===== src/rtl/tdm_demux4.sv =====
// ============================================================================
// Module      : tdm_demux4
// Description : Receive side of the 4-lane TDM link. It de-serialises slot
//               words into four parallel lanes and strobes each complete frame.
// Revision    : 1.0 - initial release
// ============================================================================
`default_nettype none

module tdm_demux4 #(
    parameter int WIDTH = 4
) (
    input  logic             clk,
    input  logic             rst_n,
    input  logic [WIDTH-1:0] in_data,
    input  logic             in_valid,
    input  logic             in_sof,
    output logic [WIDTH-1:0] y0,
    output logic [WIDTH-1:0] y1,
    output logic [WIDTH-1:0] y2,
    output logic [WIDTH-1:0] y3,
    output logic             frame_valid,
    output logic             sync_err,
    output logic             locked,
    output logic [1:0]       slot
);

    localparam logic [0:0] c_ST_HUNT   = 1'b0;
    localparam logic [0:0] c_ST_LOCKED = 1'b1;

    logic [0:0]       r_state;
    logic [1:0]       r_slot;
    logic [WIDTH-1:0] r_sh0, r_sh1, r_sh2;
    logic [WIDTH-1:0] r_y0, r_y1, r_y2, r_y3;
    logic             r_frame_valid;
    logic             r_sync_err;

    always_ff @(posedge clk) begin
        if (!rst_n) begin
            r_state       <= c_ST_HUNT;
            r_slot        <= 2'd0;
            r_sh0         <= '0;
            r_sh1         <= '0;
            r_sh2         <= '0;
            r_y0          <= '0;
            r_y1          <= '0;
            r_y2          <= '0;
            r_y3          <= '0;
            r_frame_valid <= 1'b0;
            r_sync_err    <= 1'b0;
        end else begin
            r_frame_valid <= 1'b0;
            r_sync_err    <= 1'b0;
            if (in_valid) begin
                case (r_state)
                    c_ST_HUNT: begin
                        // Words are ignored until a start-of-frame re-establishes alignment.
                        if (in_sof) begin
                            r_sh0   <= in_data;
                            r_slot  <= 2'd1;
                            r_state <= c_ST_LOCKED;
                        end
                    end
                    default: begin
                        if (in_sof) begin
                            // A SOF that arrives mid-frame discards the partial frame and starts a new frame at slot 0.
                            r_sync_err <= (r_slot != 2'd0);
                            r_sh0      <= in_data;
                            r_slot     <= 2'd1;
                        end else begin
                            case (r_slot)
                                2'd0: begin
                                    r_sync_err <= 1'b1;
                                    r_state    <= c_ST_HUNT;
                                end
                                2'd1: begin
                                    r_sh1  <= in_data;
                                    r_slot <= 2'd2;
                                end
                                2'd2: begin
                                    r_sh2  <= in_data;
                                    r_slot <= 2'd3;
                                end
                                default: begin
                                    r_y0          <= r_sh0;
                                    r_y1          <= r_sh1;
                                    r_y2          <= r_sh2;
                                    r_y3          <= in_data;
                                    r_frame_valid <= 1'b1;
                                    r_slot        <= 2'd0;
                                end
                            endcase
                        end
                    end
                endcase
            end
        end
    end

    assign y0          = r_y0;
    assign y1          = r_y1;
    assign y2          = r_y2;
    assign y3          = r_y3;
    assign frame_valid = r_frame_valid;
    assign sync_err    = r_sync_err;
    assign locked      = (r_state == c_ST_LOCKED);
    assign slot        = r_slot;

endmodule

`default_nettype wire

===== config.mk =====
export PLATFORM = sky130hd
export DESIGN_NAME = tdm_demux4
export DESIGN_NICKNAME = d
export VERILOG_FILES = /design/src/rtl/tdm_demux4.sv
export SDC_FILE = /design/constraint.sdc
export NUM_CORES = 1
export LEC_CHECK = 0
export BUFFER_PORTS_ARGS = -buffer_cell sky130_fd_sc_hd__buf_2
export CORE_UTILIZATION = 48
export CTS_BUF_LIST = sky130_fd_sc_hd__clkbuf_16
export CTS_CLUSTER_DIAMETER = 30
export DETAILED_ROUTE_END_ITERATION = 10
export HOLD_SLACK_MARGIN = 0.05
export PLACE_DENSITY = 0.71
export SYNTH_ARGS = -nofsm -noshare
export SYNTH_HDL_FRONTEND = slang
export SYNTH_SLANG_ARGS = --single-unit

===== constraint.sdc =====
create_clock -name clk -period 1.3 [get_ports clk]
set_input_delay 0.065 -clock clk [delete_from_list [all_inputs] [get_ports clk]]
set_output_delay 0.065 -clock clk [all_outputs]
set_load 0.1 [all_outputs]

Word-level counts from Yosys, hierarchy flattened:

Index checks and enable logic that the tools add are counted.
Widths: inputs -> output; s select.

* bits in registers: 33
* input port bits: 8
* word-level logic and storage cells: 41

* equality and inequality tests: 3
* multiplexer cells: 11
* bitwise gates (word level): 5
* reduce and logical (&&, ||, !) cells: 11

Operators by type and width (number)
* $reduce_and 4->1: 3
* $mux 1: 7
* $mux 2: 3
* $pmux 2 s3: 1
* $reduce_and 3->1: 2
* $not 1->1: 5
* $reduce_bool 2->1: 2
* $reduce_or 4->1: 1
* $reduce_or 3->1: 1
* $eq 2x1->1 const B: 1
* $eq 2x2->1 const B: 1
* $logic_not 2->1: 1
* $ne 2x2->1 const B: 1
* $reduce_and 2->1: 1

Logic depth before layout (Yosys ltp):

* word-level depth: 4
* depth in mapped cells: 6
* gate-level depth less buffers: 6

Worst setup path after synthesis:

Ideal clock, no wire load.

* path kind: reg-to-reg
* start point: register r_slot[0], in the netlist slot[0]
* end point: register r_slot[0], in the netlist slot[0]
* setup time: 116 ps
* arrival time: 2027 ps
* data required time: 1184 ps
* slack: -843 ps
* cell stages (with the launch flop): 7
* clock period less this slack: 2143 ps
* cell sequence: dfxtp_1 -> inv_1 -> ha_1 -> ha_1 -> nor2b_1 -> nand4_1 -> and3_1

* longest elaborated chain between the ends: 4

RTL lines
* from (decl): RTL line 31 `logic [1:0] r_slot;`
* from (signal assigned): RTL line 40 `r_slot <= 2'd0;`
* from (signal assigned): RTL line 59 `r_slot <= 2'd1;`
* from (signal assigned): RTL line 68 `r_slot <= 2'd1;`
* $eq 2x2->1 (tied with other cells): RTL line 70 `case (r_slot)`
* $pmux 2 s3: RTL line 70
* $mux 2: RTL line 64 `if (in_sof) begin`
* $mux 2: RTL line 54 `case (r_state)`

Parallel ways exist; a longest one is shown, timed or not.
A chain may end at the register's enable or synchronous reset.

Worst setup path in the final report:

Same ends and word-level chain as after synthesis.

==> metrics.txt <==
status=finished, violations left; failing checks=design-rule violations; largest family of logic cells by synthesized area=simple AND/OR/NAND/NOR gates; final worst path period share=96.8%; Synth Area in Compound Gates=12.2%; # rows=19; slew margin rel.=67.7%; port bufs=28; Worst path top cell family by delay=simple AND/OR/NAND/NOR gates; Placed Cells incl. Taps=205; Mean Syn Cell Area=9.69 sq um; TritonCTS clock tree=done; critical path fanouts, max=4; clk_lat worst skew=0.27 ns; fin util=65.9%; largest net degree at the start of global routing=25; final slew viol count=0; Worst-path clk slew=0.05 ns; Post-Layout Cell Count=215; worst flop-to-flop path endpoint=slot[0]$_SDFFE_PN0P_; Setup CP Type=reg2reg; cell mode on critical path=ha_4; worst r2r src=slot[0]$_SDFFE_PN0P_; commonest cells after routing, fill and taps aside=nand2_1, dfxtp_1, buf_2; fraction of layout cells with a size suffix above 1=40.8%; clk_skew=0.00397 ns; core box area=0.00283 sq mm; synthesized instance count=153; DR WL/cell=13.3 microns; XOR/XNOR share of the synthesized area=0%; Max Buffers Root-to-Sink=2; HPWL Detailed=1.94 mm; Final Wtd Congestion=0.762; max-cap viol count=0; grt ovf=0; FF+latch count, synth=33; Total GRT Usage=20.1%; DR vias/cell=5.28; worst setup path end=slot[0]$_SDFFE_PN0P_; worst slew pin tran=0.488 ns; Final Total Pwr=2.50 mW; Final Setup Violations=0; CP max stage cell=dfxtp_4; Root Buffer=clkbuf_16; Tmin final=1.26 ns; remaining antenna violation count after routing=0; simple-gate share of the synthesized area=25.0%; WP data required=1.46 ns; die height=57.6 microns; post-synth cell types=28; area grow syn2layout=25.7%; total leakage power=0.812 nW; final WL=2.86 mm; cts bufs inserted=5; nets=196; Peak VDD IR=0.934 mV; Worst setup EP type=register; Initial Util=52.4%; yosys warns=0; PnR worst setup slack=0.0419 ns; adder-cell share of the synthesized area=4.22%; reg2reg path depth=6; synthesized area=0.00148 sq mm; die footprint=0.00331 sq mm; initial antenna violation count=0; htree depth=2; Fin. Hold Viols=0; routed vias=1135; IO Pins=29; setup slack, reg-to-reg=0.04 ns; CP bufs+invs=1; Net Count, Synth=166; Power Density=1340 mW/mm^2; Crit path depth=6; sequential fraction of the synthesis area=44.6%; most common cell after layout, fill and taps aside=nand2_1; # DRC=1; FILL cells=236; vias in the first global route=1075; DRT iter0 DRCs=28; Ant. Diodes=0; first-pass GRT wire length=4.91 mm; Sink Count=33; Die X=57.6 microns; FMAX=795 MHz; Pre-Repair DR Iteration Count=7; Setup WS pre-CTS=0.0306 ns; setup_tns=0 ns; min-delay worst type=in2reg; mux share of post-synthesis cell area=5.40%; Crit path largest cell delay=0.39 ns; RSZ-0062 raised after global routing=true; CP Cell Sequence=inv_4, ha_4, ha_4, nor2b_2, nand4_1, and3_1; Worst Path Arrival=1.42 ns; crit path launch=slot[0]$_SDFFE_PN0P_; Critical Path Source Type=register
-- worst min-delay path by stage --
stage	start	slack (ns)	cells after the start	to
detailed placement	in_data[1]	0.33	3	y3[1]$_SDFFE_PN0P_
CTS	in_data[3]	0.05	3	y3[3]$_SDFFE_PN0P_
floorplan	in_data[0]	0.19	2	y3[0]$_SDFFE_PN0P_
finish	in_data[3]	0.06	3	y3[3]$_SDFFE_PN0P_
global route	in_data[3]	0.07	3	y3[3]$_SDFFE_PN0P_
global placement	in_data[3]	0.32	3	y3[3]$_SDFFE_PN0P_
-- layout make-up --
cell class                 instances  area, sq um  area share (%)
sequential                        33          672            36.1
tap                               31         38.8            2.08
multi-input combinational        104          723            38.8
clock buffer                       5          125            6.72
inverter                           5         23.8            1.28
clock inverter                     3         37.5            2.01
timing repair buffer              34          243            13.0
-- power breakdown --
part           total (mW)  internal, mW  switching, mW
clock network        1.29         0.888          0.402
registers            1.04          1.02         0.0149
logic               0.177        0.0597          0.117
total                2.50          1.97          0.534
-- state kept, by name, indices dropped and copies added, names as in the netlist, 2 cells and up --
name,cells
y0,4
slot,2
y1,4
y3,4
r_sh0,4
r_sh1,4
y2,4
r_sh2,4
-- cells in the mapped netlist --
cell      instances  area share [%]
a21oi_1           6             2.0
a311oi_1          1            0.59
and2_1            1            0.42
and3_1            1            0.42
and3b_1           1            0.59
and4b_1           1            0.68
buf_1             1            0.25
buf_12            2             2.7
buf_2             1            0.34
buf_4             2             1.0
buf_6             3             2.3
clkbuf_1          1            0.25
clkbuf_4          1            0.51
dfxtp_1          33              45
ha_1              5             4.2
inv_1             5             1.3
mux2i_1           8             5.4
nand2_1          36             9.1
nand2b_1          1            0.42
nand3_1           6             2.0
nand3_2          14             9.5
nand4_1           2            0.84
nor2_1            1            0.25
nor2b_1           1            0.42
nor3_1            1            0.34
o21ai_0           2            0.68
o21ai_1           2            0.68
o21ai_2          14             8.3
-- cells by family after synthesis --
group	after synthesis
AOI/OAI and AO/OA	25
adders and majority gates	5
buffers and inverters	16
DFF	33
muxes	8
and+or+nand+nor	66
-- worst reg2reg max path, cell delays in order, from the launching register on --
cell and delay [ns]:
dfxtp_4 0.39, inv_4 0.05, ha_4 0.16, ha_4 0.16, nor2b_2 0.13, nand4_1 0.09, and3_1 0.18
-- routing by layer --
metal	track usage (%)	wire, microns	vias up
li1	-	-	582
met1	24.5	1290	523
met2	31.9	1390	25
met3	8.16	141	5
met4	7.32	37	0
met5	0	0	-
-- metrics by stage --
step	hold WS [ns]	area, sq um
after floorplan	0.186	1520
after CTS	0.0541	1860
final	0.0588	1860
after detailed placement	0.329	1680
after global placement	0.325	1680
after global routing	0.0728	1860
-- repair_timing --
action,in CTS,in global routing
resized for setup,0,3
setup buffers,0,0
endpoints found under the setup margin,0,3
hold buffers,2,0
hold endpoints to repair,2,0
Power figures use the tool's default switching activity.
